--- src/rtl/multiplier_arbiter_pkg.sv ---
// multiplier_arbiter_pkg: shared defaults and tag sizing for the round-robin multiplier arbiter
package multiplier_arbiter_pkg;

    localparam int DEF_DATA_WIDTH_1 = 8;
    localparam int DEF_DATA_WIDTH_2 = 8;
    localparam int DEF_NUM_REQ      = 4;
    localparam int DEF_MULT_LATENCY = 1;

    function automatic int tag_width(input int n);
        return (n < 2) ? 1 : $clog2(n);
    endfunction

    localparam int DEF_TAG_WIDTH = tag_width(DEF_NUM_REQ);

endpackage

--- src/rtl/multiplier_arbiter_mult.sv ---
// multiplier_arbiter_mult: unsigned full-width multiplier with LATENCY register stages
module multiplier_arbiter_mult
    import multiplier_arbiter_pkg::*;
#(
    parameter int WA      = DEF_DATA_WIDTH_1,
    parameter int WB      = DEF_DATA_WIDTH_2,
    parameter int LATENCY = DEF_MULT_LATENCY
) (
    input  logic             clk,
    input  logic [WA-1:0]    a,
    input  logic [WB-1:0]    b,
    output logic [WA+WB-1:0] p
);

    logic [WA+WB-1:0] pipe [LATENCY];

    always_ff @(posedge clk) begin
        pipe[0] <= (WA+WB)'(a) * (WA+WB)'(b);
        for (int i = 1; i < LATENCY; i++) pipe[i] <= pipe[i-1];
    end

    assign p = pipe[LATENCY-1];

endmodule

--- src/rtl/multiplier_arbiter.sv ---
// multiplier_arbiter: round-robin sharing of one pipelined multiplier among NUM_REQ requesters
module multiplier_arbiter
    import multiplier_arbiter_pkg::*;
#(
    parameter int DATA_WIDTH_1 = DEF_DATA_WIDTH_1,
    parameter int DATA_WIDTH_2 = DEF_DATA_WIDTH_2,
    parameter int NUM_REQ      = DEF_NUM_REQ,
    parameter int MULT_LATENCY = DEF_MULT_LATENCY
) (
    input  logic                             clk,
    input  logic                             rst,
    input  logic [NUM_REQ-1:0]               req_valid_i,
    output logic [NUM_REQ-1:0]               req_ready_o,
    input  logic [NUM_REQ*DATA_WIDTH_1-1:0]  req_data1_i,
    input  logic [NUM_REQ*DATA_WIDTH_2-1:0]  req_data2_i,
    output logic [NUM_REQ-1:0]               res_valid_o,
    output logic [DATA_WIDTH_1+DATA_WIDTH_2-1:0] res_data_o
);

    localparam int TAG_WIDTH = tag_width(NUM_REQ);
    localparam int PW        = DATA_WIDTH_1 + DATA_WIDTH_2;

    logic [TAG_WIDTH-1:0]    ptr, ptr_nxt, gidx;
    logic [NUM_REQ-1:0]      rot;
    logic                    found;
    logic [DATA_WIDTH_1-1:0] op1_d, op1_q;
    logic [DATA_WIDTH_2-1:0] op2_d, op2_q;
    logic [PW-1:0]           prod;
    logic [MULT_LATENCY:0]   vld;
    logic [TAG_WIDTH-1:0]    tag [MULT_LATENCY+1];

    // Rotating the request vector by the pointer makes bit 0 the highest priority
    assign rot = NUM_REQ'({req_valid_i, req_valid_i} >> ptr);

    always_comb begin
        found = 1'b0;
        gidx  = '0;
        for (int o = 0; o < NUM_REQ; o++) begin
            if (!found && rot[o]) begin
                found = 1'b1;
                gidx  = TAG_WIDTH'((int'(ptr) + o) % NUM_REQ);
            end
        end
    end

    always_comb begin
        op1_d = '0;
        op2_d = '0;
        for (int i = 0; i < NUM_REQ; i++) begin
            if (gidx == TAG_WIDTH'(i)) begin
                op1_d = req_data1_i[i*DATA_WIDTH_1 +: DATA_WIDTH_1];
                op2_d = req_data2_i[i*DATA_WIDTH_2 +: DATA_WIDTH_2];
            end
        end
    end

    assign req_ready_o = (found && !rst) ? (NUM_REQ'(1) << gidx) : '0;
    assign ptr_nxt     = (gidx == TAG_WIDTH'(NUM_REQ - 1)) ? '0 : gidx + 1'b1;

    always_ff @(posedge clk) begin
        if (rst) begin
            ptr         <= '0;
            vld         <= '0;
            res_valid_o <= '0;
        end else begin
            if (found) ptr <= ptr_nxt;
            vld         <= {vld[MULT_LATENCY-1:0], found};
            res_valid_o <= vld[MULT_LATENCY] ? (NUM_REQ'(1) << tag[MULT_LATENCY]) : '0;
        end
    end

    // Datapath needs no reset: the valid pipeline alone qualifies it
    always_ff @(posedge clk) begin
        if (found) begin
            op1_q <= op1_d;
            op2_q <= op2_d;
        end
        tag[0] <= gidx;
        for (int i = 1; i <= MULT_LATENCY; i++) tag[i] <= tag[i-1];
        res_data_o <= prod;
    end

    multiplier_arbiter_mult #(
        .WA(DATA_WIDTH_1),
        .WB(DATA_WIDTH_2),
        .LATENCY(MULT_LATENCY)
    ) u_mult (
        .clk(clk),
        .a(op1_q),
        .b(op2_q),
        .p(prod)
    );

endmodule

--- config.mk ---
export PLATFORM = sky130hd
export DESIGN_NAME = multiplier_arbiter
export DESIGN_NICKNAME = d
export VERILOG_FILES = /design/src/rtl/multiplier_arbiter_pkg.sv /design/src/rtl/multiplier_arbiter_mult.sv /design/src/rtl/multiplier_arbiter.sv
export SDC_FILE = /design/constraint.sdc
export NUM_CORES = 1
export LEC_CHECK = 0
export CORE_ASPECT_RATIO = 1.2
export CORE_MARGIN = 5
export CORE_UTILIZATION = 45
export DETAILED_ROUTE_END_ITERATION = 6
export PLACE_DENSITY = 0.86
export SYNTH_ARGS = -nofsm -noshare
export SYNTH_HDL_FRONTEND = slang
export SYNTH_SLANG_ARGS = --single-unit
--- constraint.sdc ---
create_clock -name clk -period 4.15 [get_ports clk]
set_input_delay 0.6225 -clock clk [delete_from_list [all_inputs] [get_ports clk]]
set_output_delay 0.6225 -clock clk [all_outputs]
set_load 0.02 [all_outputs]
==> summary.md <==
| Metric | Value |
|---|---|
| Worst Max-Slew Pin Slew | 1.00 ns |
| Pwr dens | 723 nW/um^2 |
| Post-synth top area cell | dfxtp_1 |
| Final non-filler cell total | between 600 and 700 |
| Clock buffer count from CTS | 9 |
| Min cycle time layout | 4.26 ns |
| Primary FF master, synth | dfxtp_1 |
| Final hold vios | 0 |
| Most used cell, CP | fa_1 |
| Total power | 4.28 mW |
| Crit path max fanout | 4 |
| Status | complete, but fails checks |
| Starting Density | 0.460 |
| Final setup fails | 2 |
| H-tree Lvls | 3 |
| Vias per cell | 5.05 |
| # IOs | 94 |
| Top cell type's share of synthesized area | 0.212 |
| Reg-to-reg startpoint | op1_q[5]$_DFFE_PN_ |
| DR pass1 iterations | 4 |
| Clock skew | 0.00815 ns |
| Failing checks | negative setup slack |
| Smallest hold slack | 0.326 ns |
| Max-slew violation count | 0 |
| Int Power | ~2.5 mW |
| CTS tree | done |
| Crit path cell chain | and2_4 > fa_1 > fa_1 > fa_1 > inv_2 > fa_2 > inv_2 > ha_4 > a21o_1 > buf_6 > a31oi_4 > buf_6 > a21oi_4 > or4_1 > nand3_1 |
| Sequential cell area fraction in the yosys report | 0.328 |
| Setup TNS | -0.176 ns |
| Crit start category | flop |
| Max incr delay on CP | 0.59 ns |
| Antenna violation net count after detailed routing | 0 |
| Hold crit path type | reg2reg |
| Async SR Flop Fraction | 0 |
| Drt first-iter violations | ~100 |
| Max-Slew Margin vs Limit | 0.330 |
| Fmax | 0.235 GHz |
| Area of the core | approximately 9000 sq um |
| Synth Instances | about 420 |
| Synthesis Warnings | 0 |
| Cell area after synthesis | 4150 sq um |
| GP Congestion | 0.911 |
| Global route total overflow | 0 |
| Syn nets | approximately 570 |
| Crit. End Element | flop |
| Clock power share | 0.108 |
| CTS clk-pin slew, worst paths | 0.07 ns |
| Arr. time, crit path | about 4.6 ns |
| First-pass GRT wire length | about 16 mm |
| FP Rows | 38 |
| DR DRC count | 0 |
| GRT Overall Usage | 0.175 |
| Post-Syn Area per Cell | 9.82 sq um |
| Nets | 709 |
| Combinational share of power | 0.671 |
| Post-synth EDFFs | 16 |
| Drt total wl | 9.90 mm |
| Height of the die | ~120 um |
| Final WS setup | -0.113 ns |
| Chip width | around 98 um |
| Max Cap Violations | 0 |
| Layout Utilization | 0.656 |
| Worst Path Buf+Inv | 4 |
| Largest cells by area after synthesis | dfxtp_1 21%, fa_1 17%, ha_1 12% |
| Kind of critical path | reg2reg |
| Largest net degree at the start of global routing | 34 |
| Seq pwr share | 0.221 |
| Cts hold-fix bufs | 0 |
| Antenna Cells | 0 |
| Switching share of power | 0.414 |
| Die area | roughly 11000 sq um |
| Latest clock arrival within the worst-skew pair | 0.35 ns |
| Placed wire-length estimate | 7.48 mm |
| Longest Clk Path Bufs | 2 |
| Vias | 3476 |
| Most frequent cell after synthesis | and2_1 |
| CP max stage cell | fa_1 |
| Vias in the first global route | 3676 |
| P&R area growth vs syn | 42.6% |
| Cell family with most CP delay | adder cells |
| Most common library cells after synthesis | 56 x and2_1, 52 x inv_1, 44 x dfxtp_1 |
| DR WL/cell | approximately 14 um |
| Flops & latches, synth | 60 |
| Count of cell types in the netlist | 48 |
| Period Utilization, post-route | 1.03 |
| Proportion of layout cells with a drive suffix above 1 | 0.187 |
| Setup crit start | op1_q[5]$_DFFE_PN_ |
| Initial antenna violation count | 0 |
| RSZ-0062 raised after global routing | yes |
| Count of input and output buffers | 93 |
| HP Start | u_mult.pipe[0][4]$_DFF_P_ |
| CTS sink cnt | 60 |
| Peak VDD IR | 0.361 mV |
| Cells after DPL | 655 |
| Root buffer cell | clkbuf_8 |
| Leak | 2.67 nW |
| CP Data Required Time | about 4.4 ns |
| Net load switching power | 1.77 mW |
layout make-up:
| cell class | count | area [sq um] |
|---|---|---|
| fill | 656 | 3110 |
| multi-input combinational | 301 | 2740 |
| timing repair buffer | 139 | 1310 |
| inverter | 52 | 195 |
| clock buffer | 9 | 124 |
| tap | 120 | 150 |
| clock inverter | 7 | 50.0 |
| sequential | 60 | 1360 |
timing repair:
action	in CTS	in global routing
pin swaps	34	23
buffers inserted	14	4
hold endpoints to repair	0	0
setup endpoints to repair	3	5
resized for setup	29	22
placed cells by master, fill, tap and decap left out, types with 5 or more instances in the layout:
cell             synthesis  final
clkdlybuf4s50_1          0     93
and2_1                  56     47
inv_1                   52     45
dfxtp_1                 44     44
buf_4                    0     38
ha_1                    40     34
fa_1                    36     31
nand2_1                 31     28
a21oi_1                 27     25
nor2_1                  20     20
o21ai_0                 17     17
edfxtp_1                16     16
a22oi_1                 15     15
and2_4                   0      9
clkbuf_8                 0      9
buf_6                    0      8
inv_2                    0      7
xnor2_1                  5      5
fa_2                     0      5
ha_4                     0      5
metrics by stage:
step,worst slack [ns],cell area [sq um]
after floorplan,0.0265,4170
after global placement,-0.0435,5430
after detailed placement,-0.209,5430
after CTS,-0.0523,5830
after global routing,-0.206,5920
final,-0.113,5920
flip-flops by register name, summed over array words and instances (netlist names):
signal	cells
op1_q	8
op2_q	8
ptr	2
res_data_o	16
res_valid_o	4
tag	4
u_mult.pipe	16
vld	2
cells by family (layout without fill, tap and decap cells):
family	after synthesis	in the layout	synth area share
DFF	60	60	0.328
and+or+nand+nor	133	133	0.174
muxes	1	1	0.00241
buffers and inverters	62	207	0.0563
xor gates and xnor gates	9	9	0.0190
AOI/OAI and AO/OA	82	82	0.127
adders and majority gates	76	76	0.294
power by group through the flow:
| stage | clock, mW | sequential, mW | combinational, mW |
|---|---|---|---|
| after floorplan | 0 | 1.02 | 1.44 |
| after CTS | 0.471 | 0.937 | 2.66 |
| after global placement | 0 | 0.939 | 2.22 |
| final | 0.462 | 0.946 | 2.87 |
| after detailed placement | 0 | 0.953 | 2.30 |
| after global routing | 0.497 | 0.967 | 3.18 |
routing by layer:
metal	global-route usage	vias up	routed length [um]
met3	0.0516	28	734
met1	0.171	1601	3560
met5	0	-	0
met2	0.338	150	5250
li1	-	1697	-
met4	0.0813	0	355
path summary, 6_finish.rpt:
kind	to	slack, ns	depth (start not counted)
max	u_mult.pipe[0][13]$_DFF_P_	-0.11	15
min	res_data_o[4]$_DFF_P_	0.33	0
max reg2reg	u_mult.pipe[0][13]$_DFF_P_	-0.11	15
min reg2reg	res_data_o[4]$_DFF_P_	0.33	0
Power figures use the tool's default switching activity.
==> patch 1: new RTL, same settings <==
Change the package constant `DEF_MULT_LATENCY` from 1 to 2.
--- a/src/rtl/multiplier_arbiter_pkg.sv
+++ b/src/rtl/multiplier_arbiter_pkg.sv
@@ -4,7 +4,7 @@
     localparam int DEF_DATA_WIDTH_1 = 8;
     localparam int DEF_DATA_WIDTH_2 = 8;
     localparam int DEF_NUM_REQ      = 4;
-    localparam int DEF_MULT_LATENCY = 1;
+    localparam int DEF_MULT_LATENCY = 2;
 
     function automatic int tag_width(input int n);
         return (n < 2) ? 1 : $clog2(n);
Function: changed (a bounded check fails within 4 cycles, from zero or initial values and one cycle with rst high).
==> patch 1 against the original RTL <==
  * The flow still finishes with violations (negative setup slack)
  * Design area up 8.7%
  * Largest power group unchanged
  * Synthesized cell count increased by 5.0%
  * Area after synthesis increased by 9.2%
  * Count of clock-buffer cells in the layout is 2 higher
  * Total power rose by 13%
  * Clock power up 77%
  * Die area up 8.3%
  * Sequential cell count is 19 higher
  * Worst setup slack worse by 0.057 ns
  * Routed wire length grew 3.5%
  * Sequential power increased by 28%
==> patch 1: results (changes against the original RTL) <==
maximum VDD drop: 0.3302 mV (was 0.3607 mV)
hold path start: u_mult.pipe[1][10] (was u_mult.pipe[0][4])
met3 Use GR: 0.05581 (was 0.05158)
first-pass GRT wire length: 16660 um (was 15970 um)
share of layout cells above drive strength 1: 0.1692 (was 0.1866)
Setup TNS: -0.2059 ns (was -0.1758 ns)
reg2reg setup slack: -0.17 ns (was -0.11 ns)
biggest regs: u_mult.pipe: 32 flops, res_data_o: 16 flops (was res_data_o: 16 flops, u_mult.pipe: 16 flops)
Setup-failing EPs final: 2 (unchanged)
wire length after detailed routing: 10250 um (was 9903 um)
vias in the first global route: 3797 (was 3676)
reg2reg start: op1_q[4] (was op1_q[5])
adder-cell share of the synthesized area: 0.2692 (was 0.2941)
total track usage: 0.1724 (was 0.1752)
Starting DRT DRC Count: 72 (was 101)
Worst setup endpoint: u_mult.pipe[0][15] (was u_mult.pipe[0][13])
Post-DP HPWL: 7552 um (was 7481 um)
Commonest cells post-synth: 63 x dfxtp_1, 56 x and2_1, 52 x inv_1, 40 x ha_1, 36 x fa_1 (was 56 x and2_1, 52 x inv_1, 44 x dfxtp_1, 40 x ha_1, 36 x fa_1)
status: finished, violations left (unchanged)
XOR/XNOR Fraction of Synth Area: 0.01738 (was 0.01898)
Slew @ Worst Pin: 0.9408 ns (was 1.003 ns)
Worst Hold Path EP: res_data_o[10] (was res_data_o[4])
met2 Track Usage GR: 0.3232 (was 0.3384)
violated checks: negative setup slack (unchanged)
final setup margin: -0.1695 ns (was -0.1130 ns)
RD Place Congestion: 0.9107 (was 0.9111)
sequential-to-total area share from yosys stat: 0.3840 (was 0.3278)
[patch 1: logic make-up (layout without fill, tap and decap cells)]
logic type,Yosys count,after routing
and+or+nand+nor,134,134
AOI/OAI and AO/OA,82,82
DFF,79,79
adders and majority gates,76,76
buffers and inverters,63,204
xor gates and xnor gates,9,9
muxes,1,1
[patch 1: report_power, final]
group | internal, uW | switching (uW) | total, uW
Sequential | 1090 | 120 | 1210
Combinational | 1410 | 1420 | 2830
Clock | 507 | 310 | 817
Total | 3010 | 1850 | 4860
[patch 1: final cells by class]
cell class / instances / area [um2]
fill: 714 / 3522
timing repair buffer: 136 / 1280
multi-input combinational: 302 / 2748
sequential: 79 / 1742
clock buffer: 11 / 254.0
clock inverter: 5 / 61.31
tap: 126 / 157.7
inverter: 52 / 195.2
[patch 1: what timing repair did]
action / 4_1_cts / 5_1_grt
setup buffers: 8 / 8
gates resized for setup: 22 / 25
pin swaps: 22 / 29
endpoints found under the setup margin: 4 / 5
[patch 1: worst max-delay path: stages (launching register included)]
cell       delay, ns
edfxtp_1        0.45
buf_6           0.16
and2_4          0.15
fa_1            0.53
fa_1            0.46
fa_1            0.50
inv_1           0.05
fa_1            0.47
inv_1           0.04
ha_2            0.16
a21o_1          0.22
buf_6           0.13
a31oi_4         0.16
a211oi_2        0.06
a311o_1         0.37
a2111oi_4       0.30
[patch 1: per-stage QoR]
| stage | instance area, um2 | power, uW | utilization | instances |
|---|---|---|---|---|
| final | 6437 | 4858 | 0.6464 | 711 |
| after detailed placement | 5798 | 3469 | 0.5822 | 679 |
| after global placement | 5798 | 3379 | 0.5822 | 679 |
| after CTS | 6282 | 4564 | 0.6308 | 703 |
| after global routing | 6437 | 5261 | 0.6464 | 711 |
| after floorplan | 4551 | 2727 | - | 444 |
==> patch 2: new RTL, same flow settings <==
Made on the original files. Make the reset (`rst`) asynchronous in one clocked block.
--- a/src/rtl/multiplier_arbiter.sv
+++ b/src/rtl/multiplier_arbiter.sv
@@ -57,7 +57,7 @@
     assign req_ready_o = (found && !rst) ? (NUM_REQ'(1) << gidx) : '0;
     assign ptr_nxt     = (gidx == TAG_WIDTH'(NUM_REQ - 1)) ? '0 : gidx + 1'b1;
 
-    always_ff @(posedge clk) begin
+    always_ff @(posedge clk or posedge rst) begin
         if (rst) begin
             ptr         <= '0;
             vld         <= '0;
Function: changed (a bounded check fails within 4 cycles, from zero or initial values and one cycle with rst high; the reset may be asserted at any time).
==> patch 2 against the original RTL <==
  * Combinational power up 37%
  * Non-clock buffer count down 1
  * Routed wire length down 1.4%
  * Synthesized cell count up 2.1%
  * Total power up 29%
  * Sequential power up 12%
  * Area after synthesis up 1.7%
  * Sequential cell count unchanged
  * Worst setup slack better by 0.12 ns
  * Utilization up 0.19 points
  * Critical path depth unchanged
  * Die area up 1.5%
  * Design area up 1.4%
==> patch 2: results (changes against the original RTL) <==
status: complete, no violations (was finished, violations left)
Commonest cells post-synth: 52 x and2_1, 52 x inv_1, 40 x ha_1, 37 x nand2_1 (was 56 x and2_1, 52 x inv_1, 44 x dfxtp_1, 40 x ha_1, 36 x fa_1)
Clock transition at path regs: 0.07 ns (about the same)
Worst Path Arrival: 4.39 ns (was 4.55 ns)
average via count per standard cell: 4.911 (was 5.052)
placed inst area: 5410 um2 (was 5428 um2)
pin count of the biggest net entering global routing: 34 (unchanged)
total number of vias: 3413 (was 3476)
Worst setup startpoint: op2_q[4] (was op1_q[5])
first-pass GRT wire length: 16080 um (was 15970 um)
maximum VDD drop: 0.4291 mV (was 0.3607 mV)
reg2reg setup slack: 0.008 ns (was -0.11 ns)
synth unique cells: 44 (was 48)
adder-cell share of the synthesized area: 0.2892 (was 0.2941)
CP top delay family: adder cells (unchanged)
share of layout cells above drive strength 1: 0.1722 (was 0.1866)
Clock Skew: 0.008314 ns (was 0.008147 ns)
XOR/XNOR Fraction of Synth Area: 0.01867 (was 0.01898)
Worst setup endpoint: u_mult.pipe[0][15] (was u_mult.pipe[0][13])
Post-synth ARST share: 0.1333 (was 0)
Pre-Repair DR Iteration Count: 4 (unchanged)
synth top area cells: dfxtp_1 17%, fa_1 17%, ha_1 12% (was dfxtp_1 21%, fa_1 17%, ha_1 12%)
Slew headroom: 0.5951 (was 0.3299)
hold path start: u_mult.pipe[0][10] (was u_mult.pipe[0][4])
sequential-to-total area share from yosys stat: 0.3319 (was 0.3278)
post-synthesis cell count: 432 (was 423)
CTS Buf Count: 9 (unchanged)
Synth Area in Compound Gates: 0.1289 (was 0.1265)
Post-Syn Nets: 578 (was 569)
# resized after CTS: 6 (was 29)
Yosys warning total: 0 (unchanged)
Starting DRT DRC Count: 132 (was 101)
proportion of synthesized area in mux cells: 0.004741 (was 0.002410)
dpl ws: -0.1126 ns (was -0.2088 ns)
post-CTS setup buffer count: 17 (was 14)
Final min period: 4.142 ns (was 4.263 ns)
vias in the first global route: 3678 (was 3676)
fin nets: 716 (was 709)
RD Place Congestion: 0.8692 (was 0.9111)
fillers: 686 (was 656)
Largest stage delay, worst path: 0.52 ns (was 0.59 ns)
total track usage: 0.1725 (was 0.1752)
Pleak: 0.002773 uW (was 0.002674 uW)
wire length after detailed routing: 9765 um (was 9903 um)
Post-DP HPWL: 7249 um (was 7481 um)
Worst R2R End: u_mult.pipe[0][15] (was u_mult.pipe[0][13])
DP Cell Count: 654 (was 655)
CP Max Fanout: 5 (was 4)
patch 2: changes by cell type in the layout (fill, tap and decap cells not counted), sizes merged, moves of 3 or more:
cell	change
a21oi	+6
and2	-4
and3	+8
dfrtp	+8
dfxtp	-8
inv	-3
nand2	+6
nor2b	-4
o21ai	+3
patch 2: how the worst min path moves through the flow:
stage | cells past startpoint | end | slack (ns)
3_5_place_dp | 0 | res_data_o[8] | 0.31
3_3_place_gp | 0 | res_data_o[13] | 0.31
2_1_floorplan | 0 | res_data_o[0] | 0.31
4_1_cts | 0 | res_data_o[8] | 0.33
6_report | 0 | res_data_o[10] | 0.33
5_1_grt | 0 | res_data_o[4] | 0.33
patch 2: stage by stage:
step	power [uW]	setup TNS, ns
after floorplan	3233	0
after global placement	4139	0
after detailed placement	4292	-0.2192
after CTS	5099	-0.04436
after global routing	6097	-0.1244
final	5534	0
patch 2: power breakdown:
group / internal (uW) / switching, uW
logic: 1920 / 1990
clock network: 330 / 231
registers: 913 / 144
total: 3170 / 2370
patch 2: layer usage:
layer / vias up / global-route usage / routed length, um
met5: - / 0 / 0
li1: 1713 / - / -
met2: 112 / 0.3180 / 5283
met3: 11 / 0.05078 / 647
met1: 1577 / 0.1823 / 3700
met4: 0 / 0.07741 / 133
patch 2: area by class of cell:
| type | count | area [um2] | share of cell area |
|---|---|---|---|
| Tap cell | 120 | 150.1 | 0.02501 |
| Clock inverter | 5 | 57.56 | 0.009587 |
| Sequential cell | 60 | 1401 | 0.2334 |
| Timing Repair Buffer | 138 | 1295 | 0.2157 |
| Multi-Input combinational cell | 309 | 2741 | 0.4566 |
| Clock buffer | 11 | 162.7 | 0.02709 |
| Inverter | 52 | 195.2 | 0.03251 |
